==> src/rtl/dsp_core.sv <==
// dsp_core: single SIMD lane processor with bus-loaded instruction memory and handshaked data port
module dsp_core #(
    parameter int REG_SIZE     = 8,
    parameter int ADDR_SIZE    = 8,
    parameter int INSN_SIZE    = 16,
    parameter int INSN_PER_BUS = 4,
    parameter int LOAD_CYCLES  = 4,
    parameter int NUM_REGS     = 16
) (
    input  logic                              clk,
    input  logic                              reset,
    input  logic                              init_R0_flag,
    input  logic [REG_SIZE-1:0]               init_R0_data,
    input  logic [INSN_SIZE*INSN_PER_BUS-1:0] insn_data,
    input  logic [$clog2(LOAD_CYCLES)-1:0]    insn_load_counter,
    input  logic                              Start,
    output logic                              Ready,
    input  logic [REG_SIZE-1:0]               rd_data_M,
    input  logic                              ready_M,
    output logic [REG_SIZE-1:0]               wr_data_M,
    output logic [ADDR_SIZE-1:0]              addr_M,
    output logic [1:0]                        enable_M
);
    localparam int DEPTH = INSN_PER_BUS * LOAD_CYCLES;
    localparam int PC_W  = $clog2(DEPTH);
    localparam logic [3:0] OP_ADD = 4'h1, OP_SUB = 4'h2, OP_MUL = 4'h3, OP_CMPGE = 4'h4,
                           OP_BRF = 4'h5, OP_SET = 4'h6, OP_LD = 4'h7, OP_ST = 4'h8, OP_HALT = 4'hF;
    typedef enum logic [1:0] {IDLE, LOAD, RUN, MEM} state_t;
    state_t               state;
    logic [INSN_SIZE-1:0] imem [DEPTH];
    logic [REG_SIZE-1:0]  regs [NUM_REGS];
    logic [PC_W-1:0]      pc;
    logic                 flag;
    logic [INSN_SIZE-1:0] insn;
    logic [3:0]           op, dst, s0, s1;
    logic [7:0]           imm;
    logic [REG_SIZE-1:0]  a, b, res;
    logic                 wr_en, last;
    always_comb begin
        insn  = imem[pc];
        op    = insn[15:12];
        dst   = insn[11:8];
        s0    = insn[7:4];
        s1    = insn[3:0];
        imm   = insn[7:0];
        a     = regs[s0];
        b     = regs[s1];
        res   = op == OP_ADD ? a + b : op == OP_SUB ? a - b : op == OP_MUL ? a * b : REG_SIZE'(imm);
        wr_en = op inside {OP_ADD, OP_SUB, OP_MUL, OP_SET};
        last  = pc == PC_W'(DEPTH - 1);
    end
    always_ff @(posedge clk) begin
        if (reset) begin
            state     <= IDLE;
            Ready     <= 1'b1;
            enable_M  <= '0;
            addr_M    <= '0;
            wr_data_M <= '0;
            pc        <= '0;
            flag      <= 1'b0;
            for (int i = 0; i < NUM_REGS; i++) regs[i] <= '0;
            for (int i = 0; i < DEPTH; i++) imem[i] <= '0;
        end else begin
            case (state)
                IDLE, LOAD: begin
                    if (init_R0_flag) regs[0] <= init_R0_data;
                    if (Start) begin
                        for (int k = 0; k < INSN_PER_BUS; k++)
                            imem[PC_W'(INSN_PER_BUS * int'(insn_load_counter) + k)] <= insn_data[k*INSN_SIZE +: INSN_SIZE];
                        Ready <= 1'b0;
                        pc    <= '0;
                        state <= int'(insn_load_counter) == LOAD_CYCLES - 1 ? RUN : LOAD;
                    end
                end
                RUN: begin
                    if (op == OP_HALT) begin
                        state <= IDLE;
                        Ready <= 1'b1;
                    end else if (op == OP_LD || op == OP_ST) begin
                        state    <= MEM;
                        addr_M   <= ADDR_SIZE'(a);
                        enable_M <= op == OP_LD ? 2'b01 : 2'b10;
                        if (op == OP_ST) wr_data_M <= b;
                    end else begin
                        if (wr_en) regs[dst] <= res;
                        if (op == OP_CMPGE) flag <= a >= b;
                        if (op == OP_BRF && flag) pc <= imm[PC_W-1:0];
                        else begin
                            pc <= pc + 1'b1;
                            // falling off the last slot ends the program
                            if (last) begin
                                state <= IDLE;
                                Ready <= 1'b1;
                            end
                        end
                    end
                end
                MEM: begin
                    if (ready_M) begin
                        if (enable_M[0]) regs[dst] <= rd_data_M;
                        enable_M <= '0;
                        pc       <= pc + 1'b1;
                        state    <= last ? IDLE : RUN;
                        Ready    <= last;
                    end
                end
                default: state <= IDLE;
            endcase
        end
    end
endmodule

==> config.mk <==
export PLATFORM = sky130hd
export DESIGN_NAME = dsp_core
export DESIGN_NICKNAME = d
export VERILOG_FILES = /design/src/rtl/dsp_core.sv
export SDC_FILE = /design/constraint.sdc
export NUM_CORES = 1
export LEC_CHECK = 0
export CORE_MARGIN = 4
export CORE_UTILIZATION = 30
export CTS_CLUSTER_SIZE = 12
export DETAILED_ROUTE_END_ITERATION = 12
export HOLD_SLACK_MARGIN = 0.02
export PLACE_DENSITY_LB_ADDON = 0.08
export SYNTH_ARGS = -nofsm -noshare
export SYNTH_HDL_FRONTEND = slang
export SYNTH_SLANG_ARGS = --single-unit
==> constraint.sdc <==
create_clock -name clk -period 16.95 [get_ports clk]
set_input_delay 3.39 -clock clk [delete_from_list [all_inputs] [get_ports clk]]
set_output_delay 3.39 -clock clk [all_outputs]
set_load 0.01 [all_outputs]
; After elaboration in Yosys (flattened, before gate mapping)
; Memories as Yosys holds them, arrays and structs flattened. A register that Yosys moved wholly into a read port is not among the register bits.
; Cells that the tools add are included.
[classes]
bitwise_logic = 4
mux = 70
order_cmp = 1
addsub = 6
mul = 1
n_eq_ne = 24
reduce_logical = 18
[op_table]
columns = operator, count
row1 = 16-bit two-way mux, 4
row2 = 16-bit OR reduction, 4
row3 = 4-bit two-way mux, 12
row4 = 8-bit two-way mux, 6
row5 = 1-bit two-way mux, 32
row6 = 2-bit two-way mux, 12
row7 = 4-bit AND reduction, 5
row8 = 4-bit by 3-bit == test with 1-bit output (second input constant), 4
row9 = 4-bit == test (second input constant), 3
row10 = 4-bit case mux with 3 select lines, 1
row11 = 2-bit != test (second input constant), 5
row12 = 3-bit != test (second input constant), 3
row13 = 4-bit by 1-bit adder with 4-bit output (second input constant), 2
row14 = 4-bit by 2-bit adder with 4-bit output (second input constant), 2
row15 = 8-bit adder, 1
row16 = 4-bit by 2-bit == test with 1-bit output (second input constant), 2
row17 = 8-bit >= comparator, 1
row18 = 8-bit by 8-bit multiplier with 8-bit output, 1
row19 = 4-bit != test (second input constant), 2
row20 = 8-bit OR reduction, 1
row21 = 8-bit subtractor, 1
row22 = 2-bit case mux with 3 select lines, 1
row23 = 5-bit AND reduction, 1
row24 = 2-bit by 1-bit == test with 1-bit output (second input constant), 2
row25 = other kinds (13), 16
[totals]
mem_bits_rw = 384
mem_count = 2
register_bits = 26
in_bits = 87
elab_cells = 133
output_inout_bits = 19
[memory_table]
columns = name, depth, width, rd, rd_ports_with_merged_regs, write_ports, line_no
row1 = imem, 16, 16, 1, 1, 16, 30  ; logic [INSN_SIZE-1:0] imem [DEPTH];
row2 = regs, 16, 8, 2, 0, 16, 31  ; logic [REG_SIZE-1:0] regs [NUM_REGS];

; Logic depth before layout (Yosys ltp)
[logic_depth]
depth_word = 11
depth_mapped = 35
depth_no_buf = 28

; Worst setup path after synthesis
; No wires, ideal clock.
[synth_path]
kind = reg2reg
start = reg with a tool-made name
end = mem regs[14][7], data pin
slack_ns = 10.283
arrival_ns = 6.408
path_buffers = 4
synth_period_minus_slack_ns = 6.667
t_required_ns = 16.691
setup_ns = 0.259
stages_incl_launch_ff = 27
path_cell_list = dfxtp_1 -> buf_2 -> buf_2 -> mux4_2 -> mux4_2 -> clkbuf_1 -> a211oi_1 -> a311oi_1 -> a31oi_1 -> nand2_1 -> fa_1 -> fa_1 -> inv_1 -> fa_1 -> inv_1 -> fa_1 -> inv_1 -> ha_1 -> a21oi_1 -> xnor2_1 -> xnor2_1 -> xnor2_2 -> xnor2_1 -> xnor2_1 -> a21oi_2 -> buf_6 -> nor2_2
[synth_rtl]
columns = element, line_no
row1 = end: declaration, 31

==> flow_summary.toml <==
[yosys]
yosys_warnings = 0
synth-seq-cells = 414
syn_inst = 1837
synth_edf_count = 384
async_flop_share = 0
synth_area_per_cell_um2 = 11.9
yosysSeqAreaShare = 0.554
syn-cell-area_um2 = 21900
ys.flop_type = "edfxtp_1"
synth_cell_types = 76
syn_nets = 1970

[worst_setup_path]
cp.arrival_ns = 8.89
start_kind = "flip-flop"
rr_worst_depth = 26
crit_fanout = 42
end_kind = "flip-flop"
cp.required_ns = 17.23
critical_path_class = "reg -> reg"
reg2reg_to = "regs[0][5]"
r2r_slack_ns = 8.35

[finish]
fin_nets = 2038
final.fill_count = 7144
postLayoutCoreUtil = 0.353
drive_gt1_frac = 0.111
areaGrowthSynthToFinish_pct = 15.8

[cts]
cts_resized = 0
clk_path_buf_depth = 3
cts.clk_slew.worst_paths_ns = 0.06
cts_sinks = 414
cts.htree.levels = 2
tritoncts = "built"
cts_made_buffers = 49
postCtsSetupBuffers = 0
worstSkewPairLatency_ns = 0.60
clockRootBuffer = "clkbuf_16"
cts_hold_buf = 0

[global_routing]
grt_max_degree = 66
grt_pass1_vias = 15100
grt_usage = 0.175
grt_antenna_before_repair = 1
grt-ovfl-total = 0
grt_pass1_wl_mm = 102

[drt]
drc = 0
viasPerCell = 5.03
vias = 14500
ant_nets = 0
firstDrtPassIters = 5
routed_wl_mm = 68.8
wl_per_cell_um = 23.8
drtIter0Drc = 969

[placed_design]
gp_congestion = 0.821
dp_hpwl_mm = 44.8
dpl_worst_slack_ns = 8.40
portBuffers = 105

[worst_hold_path]
hold_class = "reg -> reg"
holdPathStages = 2
holdPathEnd = "enable_M[1]"
hold_start = "enable_M[1]"

[sta]
fin_crit_sh = 0.508
min_period_ns = 8.60
tightest_slew_ns = 1.11
final.setup.tns_ns = 0
skew_ns = 0.0257
report.final.slew_viol_count = 0
hold_violations = 0
fmax_mhz = 116
timing.final.ws_setup_ns = 8.35
setup_viol = 0
rsz0062_at_grt = "no"
slew_headroom = 0.245

[floorplan]
row_count = 98
initial_core_util = 0.305
ioPinCount = 106
dieArea_um2 = 77300
die_h_um = 278
core_um2 = 71900
die_x_um = 278

[flow_run]
maxCapViolCount = 0

[pwr]
power_density_nw_per_um2 = 113
ir_drop_v = 0.0000927
power_mw = 2.86
power.static_leakage_nw = 9.16

[run_status]
status = "finished, final reports clean"
## cells in the final DEF, fill, tap and decap left out, types with 49 or more instances in the layout
cell / n
edfxtp_1: 384
and2_1: 267
nor2_1: 203
nand2_1: 146
mux2i_1: 105
clkdlybuf4s50_1: 104
a21oi_1: 82
mux4_2: 61
inv_1: 51
clkbuf_16: 49
## cell type report
type	count	area, um2	area share
flip-flops and latches	414	12100	0.479
multi-input cells	1254	9000	0.355
clock buffers	61	1270	0.0502
repair buffers	134	1260	0.0499
well taps	950	1190	0.0469
clock inverters	26	280	0.0111
inverters	52	195	0.00770
diodes	1	2.50	0.0000987
## metal layers
layer | track usage | wire length, um
met3 | 0.0299 | 3320
met5 | 0 | 0
met2 | 0.293 | 33100
met1 | 0.229 | 29900
met4 | 0.0629 | 2450
## per-stage QoR
stage	hold slack [ns]	cells	instance area, um2
floorplan	0.455	1837	21900
global placement	0.449	2804	23800
detailed placement	0.453	2804	23800
CTS	0.463	2891	25300
global route	0.501	2891	25300
finish	0.460	2892	25300
## flip-flops by register name, indices dropped and copies added, names as in the netlist, named ones only
signal     count
state          2
flag           1
wr_data_M      8
enable_M       2
pc             4
addr_M         8
imem         256
Ready          1
regs         128
## cell usage after synthesis, types with 7 or more instances
cell type  instances  area, um2
dfxtp_1           30        601
mux2_2            11        124
inv_1             51        191
nand4_1           10       62.6
buf_2             26        130
fa_1              14        280
or2_2              9       56.3
a21oi_1           82        410
nor2_1           205        769
o21ai_0           30        150
ha_1              32        400
mux4_2            61       1370
nor2_2            11       68.8
a221oi_1          17        149
buf_6              7       78.8
nand3_1           32        160
clkbuf_1          61        229
nand2_1          146        548
and3_1            11       68.8
a211oi_1          20        150
a31oi_1           10       62.6
nand2b_1          21        131
a21o_1            10       75.1
mux2i_1          105       1050
edfxtp_1         384      11500
nor3_1            19       95.1
nor2b_1           16        100
and2_1           267       1670
buf_4             16        120
xnor2_1           23        201
## report_power, final
group | internal (mW) | switching [mW]
Clock | 0.607 | 0.436
Sequential | 1.17 | 0.0234
Combinational | 0.236 | 0.391
Total | 2.01 | 0.850
## worst max-delay path: stages, from the launching register on
cell and delay, ns:
dfxtp_4 0.76, buf_4 0.60, mux4_2 0.63, mux2i_4 0.14
buf_4 0.59, mux2_2 0.28, nor2_1 0.04, a211oi_1 0.23
a311oi_1 0.08, a31oi_1 0.60, ha_1 0.34, inv_1 0.10
fa_1 0.37, inv_1 0.08, fa_1 0.41, ha_1 0.29
inv_1 0.05, fa_1 0.48, inv_1 0.04, ha_1 0.31
xnor2_1 0.16, nand2_1 0.14, o21ai_0 0.10, o211ai_1 0.19
o31ai_1 0.11, mux2i_2 0.88, o21ai_0 0.19
## cells by family after synthesis
kind of cell,Yosys count,synth area share
fa+ha+maj,46,0.0311
flops,414,0.554
xor+xnor,29,0.0123
simple gates,772,0.180
compound gates,226,0.0668
mux,181,0.119
buf+inv,169,0.0362
## worst max path at each step
stage                     slack [ns]       from           to  depth (start not counted)
after floorplan                10.28  flip-flop  regs[14][7]                         26
after global placement          8.44  flip-flop   regs[1][7]                         29
after detailed placement        8.40  flip-flop   regs[0][5]                         26
after CTS                       8.31  flip-flop   regs[0][5]                         26
after global routing            7.90  flip-flop   regs[0][5]                         26
final                           8.35  flip-flop   regs[0][5]                         26
Note: power is estimated with default switching activity, not from simulation.
